## config.mk

```make
export PLATFORM = sky130hd
export DESIGN_NAME = usb_rx_param_flat
export DESIGN_NICKNAME = d
export VERILOG_FILES = /design/src/rtl/usb_rx_pkg.sv /design/src/rtl/usb_rx_param_if.sv /design/src/rtl/usb_rx_fifo.sv /design/src/rtl/usb_rx_param.sv /design/src/flat_wrapper.sv
export SDC_FILE = /design/constraint.sdc
export NUM_CORES = 1
export LEC_CHECK = 0
export CAP_MARGIN = 20
export CORE_UTILIZATION = 45
export CTS_BUF_LIST = sky130_fd_sc_hd__clkbuf_16
export CTS_CLUSTER_DIAMETER = 60
export DETAILED_ROUTE_END_ITERATION = 8
export PLACE_DENSITY = 0.63
export REMOVE_ABC_BUFFERS = 1
export SLEW_MARGIN = 40
export SYNTH_ARGS = -nofsm -noshare
export SYNTH_HDL_FRONTEND = slang
export SYNTH_SLANG_ARGS = --single-unit
```

## constraint.sdc

```tcl
create_clock -name clk -period 3.4 [get_ports clk]
set_clock_uncertainty 0.1 [all_clocks]
set_input_delay 0.51 -clock clk [delete_from_list [all_inputs] [get_ports clk]]
set_output_delay 0.51 -clock clk [all_outputs]
set_load 0.02 [all_outputs]
```

## src/rtl/usb_rx_pkg.sv

```systemverilog
// Shared types and constants for the full-speed USB receive path.
package usb_rx_pkg;

    // Values follow {d_plus, d_minus} so the synced pins cast straight to a line state.
    typedef enum logic [1:0] {
        LN_SE0 = 2'b00,
        LN_K   = 2'b01,
        LN_J   = 2'b10,
        LN_SE1 = 2'b11
    } line_t;

    typedef enum logic [2:0] {
        S_IDLE,
        S_SYNC,
        S_PID,
        S_DATA,
        S_EOP,
        S_ERR_WAIT
    } state_t;

    localparam logic [7:0] SYNC_BYTE = 8'h80;

    localparam logic [3:0] PID_OUT   = 4'b0001;
    localparam logic [3:0] PID_IN    = 4'b1001;
    localparam logic [3:0] PID_SOF   = 4'b0101;
    localparam logic [3:0] PID_SETUP = 4'b1101;
    localparam logic [3:0] PID_DATA0 = 4'b0011;
    localparam logic [3:0] PID_DATA1 = 4'b1011;
    localparam logic [3:0] PID_ACK   = 4'b0010;
    localparam logic [3:0] PID_NAK   = 4'b1010;
    localparam logic [3:0] PID_STALL = 4'b1110;

    function automatic logic pid_is_legal(input logic [3:0] p);
        case (p)
            PID_OUT, PID_IN, PID_SOF, PID_SETUP, PID_DATA0,
            PID_DATA1, PID_ACK, PID_NAK, PID_STALL: return 1'b1;
            default:                                return 1'b0;
        endcase
    endfunction

endpackage

```

## src/rtl/usb_rx_param_if.sv

```systemverilog
// Receive-side payload read port and packet status bundle.
// master = receiver, slave = downstream packet/endpoint logic.
interface usb_rx_param_if #(parameter int MAX_BYTES = 64);
    logic                             r_enable;
    logic [7:0]                       r_data;
    logic                             empty;
    logic                             full;
    logic                             rcving;
    logic                             r_error;
    logic [3:0]                       PID;
    logic                             pkt_done;
    logic [$clog2(MAX_BYTES+1)-1:0]   byte_cnt;

    modport master (
        input  r_enable,
        output r_data, empty, full, rcving, r_error, PID, pkt_done, byte_cnt
    );

    modport slave (
        output r_enable,
        input  r_data, empty, full, rcving, r_error, PID, pkt_done, byte_cnt
    );
endinterface

```

## src/rtl/usb_rx_fifo.sv

```systemverilog
// Show-ahead payload FIFO: head visible on rd_dat (0 when empty), write visible next cycle.
// Pop-before-push when full; a push that still finds no room is dropped and flagged on drop.
module usb_rx_fifo #(
    parameter int DEPTH = 8,
    parameter int WIDTH = 8
) (
    input  logic             clk,
    input  logic             rst,
    input  logic             wr_en,
    input  logic [WIDTH-1:0] wr_dat,
    input  logic             rd_en,
    output logic [WIDTH-1:0] rd_dat,
    output logic             empty,
    output logic             full,
    output logic             drop
);
    localparam int AW = $clog2(DEPTH);

    logic [AW:0]      wr_ptr, rd_ptr;
    logic [WIDTH-1:0] mem [DEPTH];
    logic             rd_ok, wr_ok;

    assign empty  = (wr_ptr == rd_ptr);
    assign full   = (wr_ptr[AW] != rd_ptr[AW]) && (wr_ptr[AW-1:0] == rd_ptr[AW-1:0]);
    assign rd_ok  = rd_en && !empty;
    assign wr_ok  = wr_en && (!full || rd_ok);
    assign drop   = wr_en && !wr_ok;
    assign rd_dat = empty ? '0 : mem[rd_ptr[AW-1:0]];

    always_ff @(posedge clk) begin
        if (rst) begin
            wr_ptr <= '0;
            rd_ptr <= '0;
        end else begin
            if (wr_ok) wr_ptr <= wr_ptr + (AW+1)'(1);
            if (rd_ok) rd_ptr <= rd_ptr + (AW+1)'(1);
        end
    end

    always_ff @(posedge clk) begin
        if (wr_ok) mem[wr_ptr[AW-1:0]] <= wr_dat;
    end
endmodule

```

## src/rtl/usb_rx_param.sv

```systemverilog
// Full-speed USB receiver: sync, bit timing recovery, NRZI decode, unstuff, packet FSM, payload FIFO.
// Byte lands in FIFO one cycle after its last bit sample; no line backpressure, full FIFO drops and errors.
module usb_rx_param import usb_rx_pkg::*; #(
    parameter int CLKS_PER_BIT = 8,
    parameter int FIFO_DEPTH   = 8,
    parameter int MAX_BYTES    = 64
) (
    input  logic           clk,
    input  logic           rst,
    input  logic           d_plus,
    input  logic           d_minus,
    usb_rx_param_if.master rx
);
    localparam int PW = $clog2(CLKS_PER_BIT);
    localparam int CW = $clog2(MAX_BYTES+1);
    localparam logic [PW-1:0] PH_LAST = PW'(CLKS_PER_BIT-1);
    localparam logic [PW-1:0] PH_SMP  = PW'(CLKS_PER_BIT/2-1);

    logic          dp_s1, dp_s2, dp_s3, dm_s1, dm_s2;
    logic [PW-1:0] phase;
    line_t         ln, prev_ln;
    logic          sample_en, is_jk, nrzi_bit, stuff_slot, stuff_err, byte_done, pid_ok;
    logic [6:0]    shreg;
    logic [7:0]    shreg_nx;
    logic [2:0]    bit_cnt, ones_cnt, j_cnt;
    state_t        state, state_d;
    logic          push_vld, fifo_drop, fifo_empty, fifo_full;
    logic [7:0]    push_dat, fifo_dat;
    logic [CW-1:0] byte_cnt;
    logic [3:0]    pid_q;
    logic          err_q, done_q;

    always_ff @(posedge clk) begin
        if (rst) begin
            {dp_s1, dp_s2, dp_s3} <= 3'b111;
            {dm_s1, dm_s2}        <= 2'b00;
        end else begin
            {dp_s1, dp_s2, dp_s3} <= {d_plus, dp_s1, dp_s2};
            {dm_s1, dm_s2}        <= {d_minus, dm_s1};
        end
    end

    // Any D+ transition re-centres the bit clock.
    always_ff @(posedge clk) begin
        if (rst || (dp_s2 != dp_s3)) phase <= '0;
        else if (phase == PH_LAST)   phase <= '0;
        else                         phase <= phase + PW'(1);
    end

    assign sample_en  = (phase == PH_SMP);
    assign ln         = line_t'({dp_s2, dm_s2});
    assign is_jk      = (ln == LN_J) || (ln == LN_K);
    assign nrzi_bit   = (ln == prev_ln);
    assign stuff_slot = ((state == S_PID) || (state == S_DATA)) && (ones_cnt == 3'd6);
    assign stuff_err  = sample_en && is_jk && stuff_slot && nrzi_bit;
    assign shreg_nx   = {nrzi_bit, shreg};
    assign byte_done  = sample_en && is_jk && !stuff_slot && (bit_cnt == 3'd7);
    assign pid_ok     = pid_is_legal(shreg_nx[3:0]) && (shreg_nx[7:4] == ~shreg_nx[3:0]);

    always_ff @(posedge clk) begin
        if (rst) state <= S_IDLE;
        else     state <= state_d;
    end

    always_comb begin
        state_d = state;
        case (state)
            S_IDLE: if (sample_en && ln == LN_K) state_d = S_SYNC;
            S_SYNC: if (sample_en) begin
                if (!is_jk)                 state_d = S_ERR_WAIT;
                else if (bit_cnt == 3'd7)   state_d = (shreg_nx == SYNC_BYTE) ? S_PID : S_ERR_WAIT;
            end
            S_PID: if (sample_en) begin
                if (!is_jk || stuff_err)    state_d = S_ERR_WAIT;
                else if (byte_done)         state_d = pid_ok ? S_DATA : S_ERR_WAIT;
            end
            S_DATA: begin
                if (fifo_drop)              state_d = S_ERR_WAIT;
                else if (sample_en) begin
                    if (ln == LN_SE0)       state_d = (bit_cnt == 3'd0) ? S_EOP : S_ERR_WAIT;
                    else if (!is_jk || stuff_err) state_d = S_ERR_WAIT;
                    else if (byte_done && byte_cnt == CW'(MAX_BYTES)) state_d = S_ERR_WAIT;
                end
            end
            S_EOP: if (sample_en) begin
                if (ln == LN_J)             state_d = S_IDLE;
                else if (ln != LN_SE0)      state_d = S_ERR_WAIT;
            end
            S_ERR_WAIT: if (sample_en && ln == LN_J && (prev_ln == LN_SE0 || j_cnt == 3'd7))
                                            state_d = S_IDLE;
            default:                        state_d = S_IDLE;
        endcase
    end

    always_ff @(posedge clk) begin
        if (rst) begin
            shreg    <= '0;
            bit_cnt  <= '0;
            ones_cnt <= '0;
            j_cnt    <= '0;
            prev_ln  <= LN_J;
            push_vld <= 1'b0;
            push_dat <= '0;
            byte_cnt <= '0;
            pid_q    <= 4'hF;
            err_q    <= 1'b0;
            done_q   <= 1'b0;
        end else begin
            push_vld <= (state == S_DATA) && byte_done && (state_d == S_DATA);
            done_q   <= (state == S_EOP) && (state_d == S_IDLE);
            if (byte_done) push_dat <= shreg_nx;
            if (push_vld && !fifo_drop) byte_cnt <= byte_cnt + CW'(1);
            if (state_d == S_ERR_WAIT && state != S_ERR_WAIT) err_q <= 1'b1;
            if (state == S_PID && state_d == S_DATA) pid_q <= shreg_nx[3:0];
            if (sample_en) begin
                prev_ln <= ln;
                j_cnt   <= (ln != LN_J) ? 3'd0 : (j_cnt == 3'd7) ? j_cnt : j_cnt + 3'd1;
                if (state == S_IDLE && state_d == S_SYNC) begin
                    // The opening K is the first SYNC bit.
                    shreg    <= shreg_nx[7:1];
                    bit_cnt  <= 3'd1;
                    ones_cnt <= '0;
                    err_q    <= 1'b0;
                    byte_cnt <= '0;
                end else if ((state == S_SYNC || state == S_PID || state == S_DATA) && is_jk) begin
                    if (stuff_slot) begin
                        ones_cnt <= '0;
                    end else begin
                        shreg    <= shreg_nx[7:1];
                        bit_cnt  <= bit_cnt + 3'd1;
                        ones_cnt <= (state != S_SYNC && nrzi_bit) ? ones_cnt + 3'd1 : 3'd0;
                    end
                end
            end
        end
    end

    always_comb begin
        rx.rcving   = (state != S_IDLE);
        rx.r_error  = err_q;
        rx.PID      = pid_q;
        rx.pkt_done = done_q;
        rx.byte_cnt = byte_cnt;
        rx.r_data   = fifo_dat;
        rx.empty    = fifo_empty;
        rx.full     = fifo_full;
    end

    usb_rx_fifo #(.DEPTH(FIFO_DEPTH), .WIDTH(8)) u_fifo (
        .clk    (clk),
        .rst    (rst),
        .wr_en  (push_vld),
        .wr_dat (push_dat),
        .rd_en  (rx.r_enable),
        .rd_dat (fifo_dat),
        .empty  (fifo_empty),
        .full   (fifo_full),
        .drop   (fifo_drop)
    );
endmodule

```

## src/flat_wrapper.sv

```systemverilog
// flat-port wrapper written by rule: the top's interface ports become plain ports
module usb_rx_param_flat import usb_rx_pkg::*;
#(
    parameter int CLKS_PER_BIT = 8,
    parameter int FIFO_DEPTH   = 8,
    parameter int MAX_BYTES    = 64
)
  (clk, rst, d_plus, d_minus, rx_r_enable, rx_r_data, rx_empty, rx_full, rx_rcving, rx_r_error, rx_PID, rx_pkt_done, rx_byte_cnt);
  usb_rx_param_if #(.MAX_BYTES(MAX_BYTES)) rx_i ();
  input  logic clk;
  input  logic rst;
  input  logic d_plus;
  input  logic d_minus;
  input wire logic [$bits(rx_i.r_enable)-1:0] rx_r_enable;
  output wire logic [$bits(rx_i.r_data)-1:0] rx_r_data;
  output wire logic [$bits(rx_i.empty)-1:0] rx_empty;
  output wire logic [$bits(rx_i.full)-1:0] rx_full;
  output wire logic [$bits(rx_i.rcving)-1:0] rx_rcving;
  output wire logic [$bits(rx_i.r_error)-1:0] rx_r_error;
  output wire logic [$bits(rx_i.PID)-1:0] rx_PID;
  output wire logic [$bits(rx_i.pkt_done)-1:0] rx_pkt_done;
  output wire logic [$bits(rx_i.byte_cnt)-1:0] rx_byte_cnt;
  assign rx_i.r_enable = rx_r_enable;
  assign rx_r_data = rx_i.r_data;
  assign rx_empty = rx_i.empty;
  assign rx_full = rx_i.full;
  assign rx_rcving = rx_i.rcving;
  assign rx_r_error = rx_i.r_error;
  assign rx_PID = rx_i.PID;
  assign rx_pkt_done = rx_i.pkt_done;
  assign rx_byte_cnt = rx_i.byte_cnt;
  usb_rx_param #(.CLKS_PER_BIT(CLKS_PER_BIT), .FIFO_DEPTH(FIFO_DEPTH), .MAX_BYTES(MAX_BYTES)) u_core (.clk(clk), .rst(rst), .d_plus(d_plus), .d_minus(d_minus), .rx(rx_i));
endmodule
```

==> impl_metrics.xml <==
<?xml version="1.0" encoding="UTF-8"?>
<metrics>
  <group name="status">
    <metric name="status" unit="">finished clean</metric>
  </group>
  <group name="die">
    <metric name="fp.coreArea" unit="mm^2">0.0121</metric>
    <metric name="floorplan.io_pins" unit="">29</metric>
    <metric name="die_h" unit="um">113</metric>
    <metric name="std_cell_rows" unit="">40</metric>
    <metric name="floorplan.die_area" unit="mm^2">0.0129</metric>
    <metric name="chipWidth" unit="um">113</metric>
    <metric name="initial_core_util" unit="%">46.4</metric>
  </group>
  <group name="clock_tree">
    <metric name="clk_root_buffer_cell" unit="">clkbuf_16</metric>
    <metric name="clock_sinks" unit="">127</metric>
    <metric name="cts_setup_buffers" unit="">0</metric>
    <metric name="clk_latency" unit="ns">0.42</metric>
    <metric name="tritoncts.num_buffers" unit="">17</metric>
    <metric name="ctsHoldBuffers" unit="">0</metric>
    <metric name="worst_setup_hold_path_clk_slew" unit="ns">0.06</metric>
    <metric name="cts_htree_levels" unit="">4</metric>
    <metric name="post_cts_resized" unit="">0</metric>
    <metric name="cts_tree" unit="">done</metric>
    <metric name="number_of_buffers_on_the_longest_clock_path" unit="">2</metric>
  </group>
  <group name="detailed_routing">
    <metric name="drtIter0Drc" unit="">197</metric>
    <metric name="avgViaCountPerCell" unit="">5.22</metric>
    <metric name="dr_total_vias" unit="">3524</metric>
    <metric name="routed_wl" unit="mm">10.7</metric>
    <metric name="post-route-drc-count" unit="">0</metric>
    <metric name="ant_nets" unit="">0</metric>
    <metric name="first_pass_iters" unit="">4</metric>
    <metric name="wire_per_inst" unit="um">15.8</metric>
  </group>
  <group name="placed_design">
    <metric name="io_buffers" unit="">28</metric>
    <metric name="place_congestion" unit="">0.788</metric>
    <metric name="hpwlAfterDp" unit="mm">7.49</metric>
  </group>
  <group name="logic_synthesis">
    <metric name="synth_edf_count" unit="">64</metric>
    <metric name="post_synth_num_cell_types" unit="">66</metric>
    <metric name="biggest_area_contributors_in_the_synthesized_netlist" unit="">edfxtp_1, dfxtp_1, mux4_2</metric>
    <metric name="ys_warn_count" unit="">0</metric>
    <metric name="yosys-top-cells-count" unit="">nor2_1, edfxtp_1, dfxtp_1</metric>
    <metric name="largest_area_contributor_in_the_netlist" unit="">edfxtp_1</metric>
    <metric name="synth_top_flop_cell" unit="">edfxtp_1</metric>
    <metric name="netlist_area" unit="mm^2">0.00559</metric>
    <metric name="portion_of_synthesized_cell_area_occupied_by_the_leading_cell_type" unit="%">34.4</metric>
    <metric name="avgSynthCellArea" unit="um^2">12.2</metric>
    <metric name="synth.ff_latch_count" unit="">127</metric>
    <metric name="ys_async_sr_fraction" unit="%">0</metric>
    <metric name="yosysSeqAreaShare" unit="%">56.9</metric>
    <metric name="yosys.cell_count.top_type" unit="">nor2_1</metric>
    <metric name="synthesis.instances" unit="">458</metric>
  </group>
  <group name="finish">
    <metric name="n_fill_cell" unit="">1008</metric>
    <metric name="layout-drive-gt1-share" unit="%">14.8</metric>
    <metric name="antenna_cells" unit="">0</metric>
    <metric name="postLayoutCoreUtil" unit="%">55.3</metric>
    <metric name="final_nets" unit="">517</metric>
    <metric name="layout-area-overhead-vs-synth" unit="%">19.2</metric>
  </group>
  <group name="power_and_ir_drop">
    <metric name="static-leakage-power" unit="nW">2.35</metric>
    <metric name="vdd_drop_max" unit="mV">0.347</metric>
    <metric name="power.density" unit="mW/mm^2">519</metric>
  </group>
  <group name="worst_setup_path">
    <metric name="worst_ep_arrival_time" unit="ns">2.41</metric>
    <metric name="cp.required" unit="ns">2.79</metric>
    <metric name="rr_startpoint" unit="">u_core.dp_s2</metric>
    <metric name="critical_path.max_fanout" unit="">11</metric>
    <metric name="worst_setup_path_start_kind" unit="">register</metric>
    <metric name="setup.reg_to_reg.worst_slack" unit="ns">0.70</metric>
    <metric name="timing.setup.critical_path_class" unit="">reg2out</metric>
    <metric name="timing.critical_path.from" unit="">u_core.u_fifo.rd_ptr[3]</metric>
    <metric name="reg2reg_depth" unit="">9</metric>
    <metric name="cp-end-kind" unit="">primary output</metric>
    <metric name="worstSetupEndpoint" unit="">rx_empty</metric>
  </group>
  <group name="global_route">
    <metric name="globalRouteOverflowTotal" unit="">0</metric>
    <metric name="antenna_violations_before_repair" unit="">0</metric>
    <metric name="grt_first_pass_wirelength" unit="mm">18.0</metric>
    <metric name="pin_count_of_the_biggest_net_entering_global_routing" unit="">36</metric>
    <metric name="global_route.usage.total" unit="%">18.2</metric>
    <metric name="grt_pass1_vias" unit="">3584</metric>
  </group>
  <group name="job">
    <metric name="drv_cap" unit="">0</metric>
  </group>
  <group name="timing">
    <metric name="unrepaired_setup_endpoints_after_global_routing" unit="">false</metric>
    <metric name="max_slew_margin" unit="%">54.9</metric>
    <metric name="fmax" unit="GHz">0.331</metric>
    <metric name="final_period_minus_worst_setup_slack" unit="ns">3.02</metric>
    <metric name="worst_margin_slew" unit="ns">0.667</metric>
    <metric name="setup-tns-final" unit="ns">0</metric>
    <metric name="timing.final.crit_share" unit="%">88.9</metric>
    <metric name="final_max_slew_viol_count" unit="">0</metric>
    <metric name="timing.final.setup_violations" unit="">0</metric>
    <metric name="timing_hold_violations_final" unit="">0</metric>
  </group>
  <group name="min_path">
    <metric name="min_path_type" unit="">reg2reg</metric>
  </group>
</metrics>
==> placed cells by master (no fill, tap or decap), types with 3 or more instances in the layout <==
| cell | instances |
|---|---|
| clkinv_2 | 3 |
| xor2_1 | 12 |
| clkdlybuf4s50_1 | 27 |
| nor2_1 | 67 |
| mux2i_1 | 31 |
| buf_4 | 13 |
| xnor2_1 | 10 |
| nand4_1 | 6 |
| nor3_1 | 9 |
| or2_2 | 3 |
| bufinv_16 | 3 |
| nand3_1 | 10 |
| nand2b_1 | 7 |
| nand2_1 | 17 |
| or3_1 | 4 |
| inv_1 | 18 |
| edfxtp_1 | 64 |
| nor2b_1 | 4 |
| clkinvlp_4 | 4 |
| nor3b_1 | 4 |
| o21ai_0 | 8 |
| dfxtp_1 | 63 |
| ha_1 | 18 |
| a21oi_1 | 12 |
| clkbuf_16 | 17 |
| mux4_2 | 16 |
==> power breakdown <==
part / internal (mW) / total [mW] / switching, mW
logic: 0.0210 / 0.0568 / 0.0358
clock network: 1.15 / 1.80 / 0.654
registers: 1.60 / 1.60 / 0.00447
==> state kept, by name, summed over array words and instances, names as in the netlist, 4 cells and up, named ones only <==
name,cells
u_core.u_fifo.mem,64
u_core.u_fifo.rd_ptr,4
u_core.rx.PID,4
u_core.u_fifo.wr_ptr,4
u_core.shreg,7
u_core.rx.byte_cnt,7
u_core.push_dat,8
==> how the worst min path moves through the flow <==
stage	start	endpoint	slack [ns]	cells after the start
detailed placement	u_core.dp_s1	u_core.dp_s2	0.30	1
CTS	u_core.dp_s1	u_core.dp_s2	0.32	1
global route	u_core.phase[0]	u_core.phase[0]	0.34	1
global placement	u_core.dp_s1	u_core.dp_s2	0.30	1
floorplan	u_core.dp_s1	u_core.dp_s2	0.29	1
finish	u_core.dp_s1	u_core.dp_s2	0.31	1
==> metal layers <==
layer / vias up / wire (um) / GRT usage [%]
met5: - / 0 / 0
met4: 0 / 75 / 7.98
met3: 4 / 316 / 3.88
met2: 61 / 5440 / 30.2
met1: 1716 / 4840 / 23.1
li1: 1743 / - / -
==> through the flow <==
| stage | power, mW | setup slack (ns) | hold WS (ns) | instances | cell area, um^2 |
|---|---|---|---|---|---|
| final | 3.46 | 0.377 | 0.314 | 675 | 6670 |
| after global routing | 3.57 | 0.273 | 0.336 | 675 | 6670 |
| after CTS | 3.49 | 0.383 | 0.318 | 675 | 6660 |
| after detailed placement | 1.69 | 0.708 | 0.304 | 643 | 6070 |
| after global placement | 1.69 | 0.779 | 0.304 | 643 | 6060 |
| after floorplan | 1.67 | 0.592 | 0.289 | 434 | 5470 |
==> critical path, cell delays in order (launching register included) <==
cell and delay [ns]:
dfxtp_1 0.34, xnor2_1 0.42, and4_1 0.55, clkdlybuf4s50_1 0.69
==> cells by family (layout without fill, tap and decap cells) <==
group | count (synthesis) | after routing | synth area share (%)
flops | 127 | 127 | 56.9
mux | 47 | 47 | 12.0
fa+ha+maj | 18 | 18 | 4.03
simple gates | 155 | 155 | 14.1
compound gates | 48 | 48 | 6.31
buf+inv | 41 | 90 | 3.24
xor+xnor | 22 | 22 | 3.45
==> cell type report <==
type,count,area [um^2],share of cell area [%]
Multi-Input combinational cell,290,2240,33.6
Tap cell,168,210,3.15
Clock buffer,17,425,6.38
Timing Repair Buffer,41,373,5.59
Inverter,17,63.8,0.957
Sequential cell,127,3180,47.7
Clock inverter,15,169,2.53
No activity file was read; power rests on OpenSTA's default activity.
==> edit 1 (same flow settings) <==
`MAX_BYTES` is set to 64 in 3 places; all go to 32.
--- a/src/rtl/usb_rx_param_if.sv
+++ b/src/rtl/usb_rx_param_if.sv
@@ -1,5 +1,5 @@
 // Receive-side payload read port and packet status bundle.
 // master = receiver, slave = downstream packet/endpoint logic.
-interface usb_rx_param_if #(parameter int MAX_BYTES = 64);
+interface usb_rx_param_if #(parameter int MAX_BYTES = 32);
     logic                             r_enable;
     logic [7:0]                       r_data;
--- a/src/rtl/usb_rx_param.sv
+++ b/src/rtl/usb_rx_param.sv
@@ -4,5 +4,5 @@
     parameter int CLKS_PER_BIT = 8,
     parameter int FIFO_DEPTH   = 8,
-    parameter int MAX_BYTES    = 64
+    parameter int MAX_BYTES    = 32
 ) (
     input  logic           clk,
--- a/src/flat_wrapper.sv
+++ b/src/flat_wrapper.sv
@@ -4,5 +4,5 @@
     parameter int CLKS_PER_BIT = 8,
     parameter int FIFO_DEPTH   = 8,
-    parameter int MAX_BYTES    = 64
+    parameter int MAX_BYTES    = 32
 )
   (clk, rst, d_plus, d_minus, rx_r_enable, rx_r_data, rx_empty, rx_full, rx_rcving, rx_r_error, rx_PID, rx_pkt_done, rx_byte_cnt);
Interface: changed (resized rx_byte_cnt); port bits go from 29 to 28. No check against the original RTL was run, so the function may have changed too.
==> edit 1 against the unedited design <==
- routed wire length is 1.5% higher
- utilization rose by 0.88 points
- global-route usage increased by 0.70 points
- synthesized area fell by 1.9%
- sequential cell count decreased by 1
- first-iteration DRC count is 8.6% lower
- total power barely moved
- setup slack better by 27 ps
- worst hold slack improved by 5.6 ps
- maximum frequency grew 0.90%
- critical path depth grew 2
- final area is 1.8% lower
- critical endpoint is now rx_r_data[0]
==> edit 1: results (changes against the unedited design) <==
GR Util All Layers=0.189 (+0.00703); Arr. time, crit path=2390 ps (-20 ps); cts bufs inserted=17 (unchanged); status=finished, final reports clean; top cell types by occurrence after synthesis=edfxtp_1 (64), dfxtp_1 (62), nor2_1 (53), nand2_1 (34), a21oi_1 (22); vias in the first global route=3,605 (+0.59%); placed insts=616 (-4.2%); maximum fanout along the worst path=16 (+5); Worst-path clk slew=50 ps; DP Wirelength=7.18 mm (-4.2%); largest net degree at the start of global routing=33 (-8.3%); GPL Wtd Cong=0.895 (+14%); Max IR drop VDD=0.297 mV (-14%); DR vias/cell=5.49 (+5.1%); H-tree Lvls=4 (unchanged); Main synth FF type=edfxtp_1; setup TNS=0 ps (unchanged); Critical-path top delay cell=mux4_2; post-CTS sizing=0 (unchanged); Leakage=2.34 nW (-0.54%); actual slew at the worst max-slew pin=670 ps (+2.77 ps); layout cells sized above 1=0.164 (+0.0164); design area=6550 um^2 (-1.8%); Fillers=947 (-6.1%); pre-CTS setup slack=504 ps (-204 ps); number of post-CTS setup repair buffers=0 (unchanged); worst-skew pair later-pin latency=420 ps (about the same); asr flop ratio synth=0 (unchanged); routed length per instance=16.7 um (+5.7%); Mapped Avg Cell Area=12.1 um^2 (-0.60%); Area contributors post-synth=edfxtp_1 (35%), dfxtp_1 (23%), mux4_2 (6.6%); First DRT Iteration DRCs=180 (-8.6%); CTS Buffer Depth=2 (unchanged); initial antenna violation count=0 (unchanged); Yosys cell types=63 (-4.5%); WL final=10.8 mm (+1.5%); root buf cell=clkbuf_16; DRT Pass-1 Iters=4 (unchanged); input/output buffers=27 (-3.6%); slowest cell delay on critical path=550 ps (-140 ps); HP Class=reg -> reg; CP top delay family=buffers and inverters; placed cell area=5950 um^2 (-1.9%); first-pass GRT wire length=18.1 mm (+0.31%); max reg flops=64 (unchanged); sequential-to-total area share from yosys stat=0.577 (+0.00739); Layout Nets=515 (-0.39%); overall power=3.46 mW (about the same)
==> edit 1: cell count changes in the layout (fill, tap and decap cells not counted), moves of 4 or more <==
cell | before | now
mux2i_1 | 31 | 18
xnor2_1 | 10 | 3
nor2_1 | 67 | 53
nor3b_1 | 4 | 0
nand2_1 | 17 | 34
nand3_1 | 10 | 5
a21oi_1 | 12 | 22
==> edit 1: layout make-up <==
cell class                      count  area share
Clock inverter                     15      0.0264
Clock buffer                       17      0.0650
Timing Repair Buffer               42      0.0577
Sequential cell                   126       0.483
Inverter                           20      0.0115
Tap cell                          143      0.0273
Multi-Input combinational cell    285       0.329
==> edit 1: logic make-up after synthesis <==
logic type,count (synthesis),synth area share
and+or+nand+nor,149,0.140
DFF,126,0.577
AOI/OAI and AO/OA,65,0.0810
buffers and inverters,41,0.0315
muxes,34,0.0985
xor gates and xnor gates,19,0.0317
adders and majority gates,18,0.0411
==> edit 1: power breakdown <==
part           leakage (nW)  internal, mW  switching, mW
combinational         0.951        0.0192         0.0383
sequential             1.09          1.59        0.00434
clock                 0.294          1.15          0.662
==> edit 1: metal layers <==
layer / vias up / global-route usage / routed length (um)
met5: - / 0 / 0
met4: 0 / 0.0916 / 259
met3: 28 / 0.0502 / 418
met2: 87 / 0.322 / 5490
met1: 1717 / 0.223 / 4660
li1: 1723 / - / -
==> edit 1: worst paths after layout <==
kind | slack [ps] | cells after the start | endpoint | startpoint
worst max-delay path | 400 | 5 | rx_r_data[0] | flop
worst min register to register | 320 | 1 | u_core.dp_s2 | u_core.dp_s1
worst min-delay path | 320 | 1 | u_core.dp_s2 | u_core.dp_s1
worst max register to register | 490 | 9 | flop | u_core.phase[0]
==> edit 2 (same settings) <==
Made on the original files. Re-encode `state_t` (6 states) as Gray code, 3 bits wide.
--- a/src/rtl/usb_rx_pkg.sv
+++ b/src/rtl/usb_rx_pkg.sv
@@ -11,10 +11,10 @@
 
     typedef enum logic [2:0] {
-        S_IDLE,
-        S_SYNC,
-        S_PID,
-        S_DATA,
-        S_EOP,
-        S_ERR_WAIT
+        S_IDLE     = 3'b000,
+        S_SYNC     = 3'b001,
+        S_PID      = 3'b011,
+        S_DATA     = 3'b010,
+        S_EOP      = 3'b110,
+        S_ERR_WAIT = 3'b111
     } state_t;
 
Check against the original RTL: same outputs for any inputs over 10 cycles, from zero or initial values and one cycle with rst high; not proved beyond that.
==> edit 2 against the unedited design <==
- final cell count fell by 4.4%
- sequential share of layout area increased by 0.99 points
- synthesized area down 1.8%
- count of clock-buffer cells in the layout is the same
- largest power group unchanged
- sequential cell count unchanged
- final area decreased by 2.0%
- total power up 0.19%
- via count down 1.6%
- setup slack improved by 57 ps
- routed wire length up 0.85%
- maximum frequency is 1.9% higher
==> edit 2: results (changes against the unedited design) <==
FF+latch count=127 (unchanged); post-route insts no fill=645 (-4.4%); Synth Instances=454 (-0.87%); slowest cell delay on critical path=570 ps (-120 ps); Arr. time, crit path=2360 ps (-50 ps); GR Util All Layers=0.188 (+0.00588); top cell types by occurrence after synthesis=edfxtp_1 (64), dfxtp_1 (63), nor2_1 (59), nand2_1 (34), a21oi_1 (22); Yosys cell types=59 (-11%); largest net degree at the start of global routing=32 (-11%); GPL Wtd Cong=0.845 (+7.2%); Data buffer area share=0.0559 (about the same); inverter count=15 (-2); final setup margin=434 ps (+57.4 ps); flop2flop setup slack=600 ps (-100 ps); maximum fanout along the worst path=16 (+5); compound-gate portion of the synthesized area=0.0615 (-0.00158); Max IR drop VDD=0.353 mV (+1.7%); placed cell area=5930 um^2 (-2.2%); adder-cell share of the synthesized area=0.0410 (+0.000734); DP Wirelength=7.26 mm (-3.1%); worst-skew pair later-pin latency=420 ps (about the same); area occupied by multi-input gates=2150 um^2 (-4.1%); layout cells sized above 1=0.147 (-0.000519); die width=112 um (-0.88%); Leakage=2.30 nW (-2.3%); placed insts=613 (-4.7%); Pwr Density=531 nW/um^2 (+2.3%); mux cell area share after synthesis=0.104 (-0.0160); first-pass GRT wire length=17.8 mm (-1.0%); sequential-to-total area share from yosys stat=0.580 (+0.0104); slew margin rel.=0.514 (-0.0354); Non-Clock Buffer Count=40 (-2.4%); First DRT Iteration DRCs=193 (-2.0%); Layout Nets=512 (-0.97%); Fin Hold WS=311 ps (-2.42 ps); vias in the first global route=3,522 (-1.7%); Area contributors post-synth=edfxtp_1 (35%), dfxtp_1 (23%), mux4_2 (6.6%); #MultiIn Comb=288 (-0.69%); clk tree area frac=0.0916 (+0.00242); WL final=10.8 mm (+0.85%); Fillers=961 (-4.7%); DR vias/cell=5.38 (+3.0%); status=finished, final reports clean
-- edit 2: changes by cell type after synthesis, sizes merged, moves of 4 or more --
cell,before,now
a21oi,13,22
mux2i,31,21
nand2,17,34
nand3,10,5
nor2,70,61
nor3,11,7
xnor2,10,4
xor2,12,17
-- edit 2: final timing paths --
path | start | end | depth (start not counted)
worst min-delay path | u_core.dp_s1 | u_core.dp_s2 | 1
worst max-delay path | flop | rx_r_data[0] | 5
worst max register to register | u_core.dp_s2 | flop | 9
worst min register to register | u_core.dp_s1 | u_core.dp_s2 | 1
-- edit 2: per-layer routing --
layer  track usage  vias up  part of all wire
met5             0        -                 0
met4        0.0676        0            0.0071
met3        0.0594        7             0.034
met2         0.306       64              0.50
met1         0.236     1691              0.46
li1              -     1707                 -
-- edit 2: report_power, final --
group / internal [mW] / switching (mW)
clock network: 1.14 / 0.669
registers: 1.60 / 0.00426
logic: 0.0176 / 0.0324
total: 2.76 / 0.706
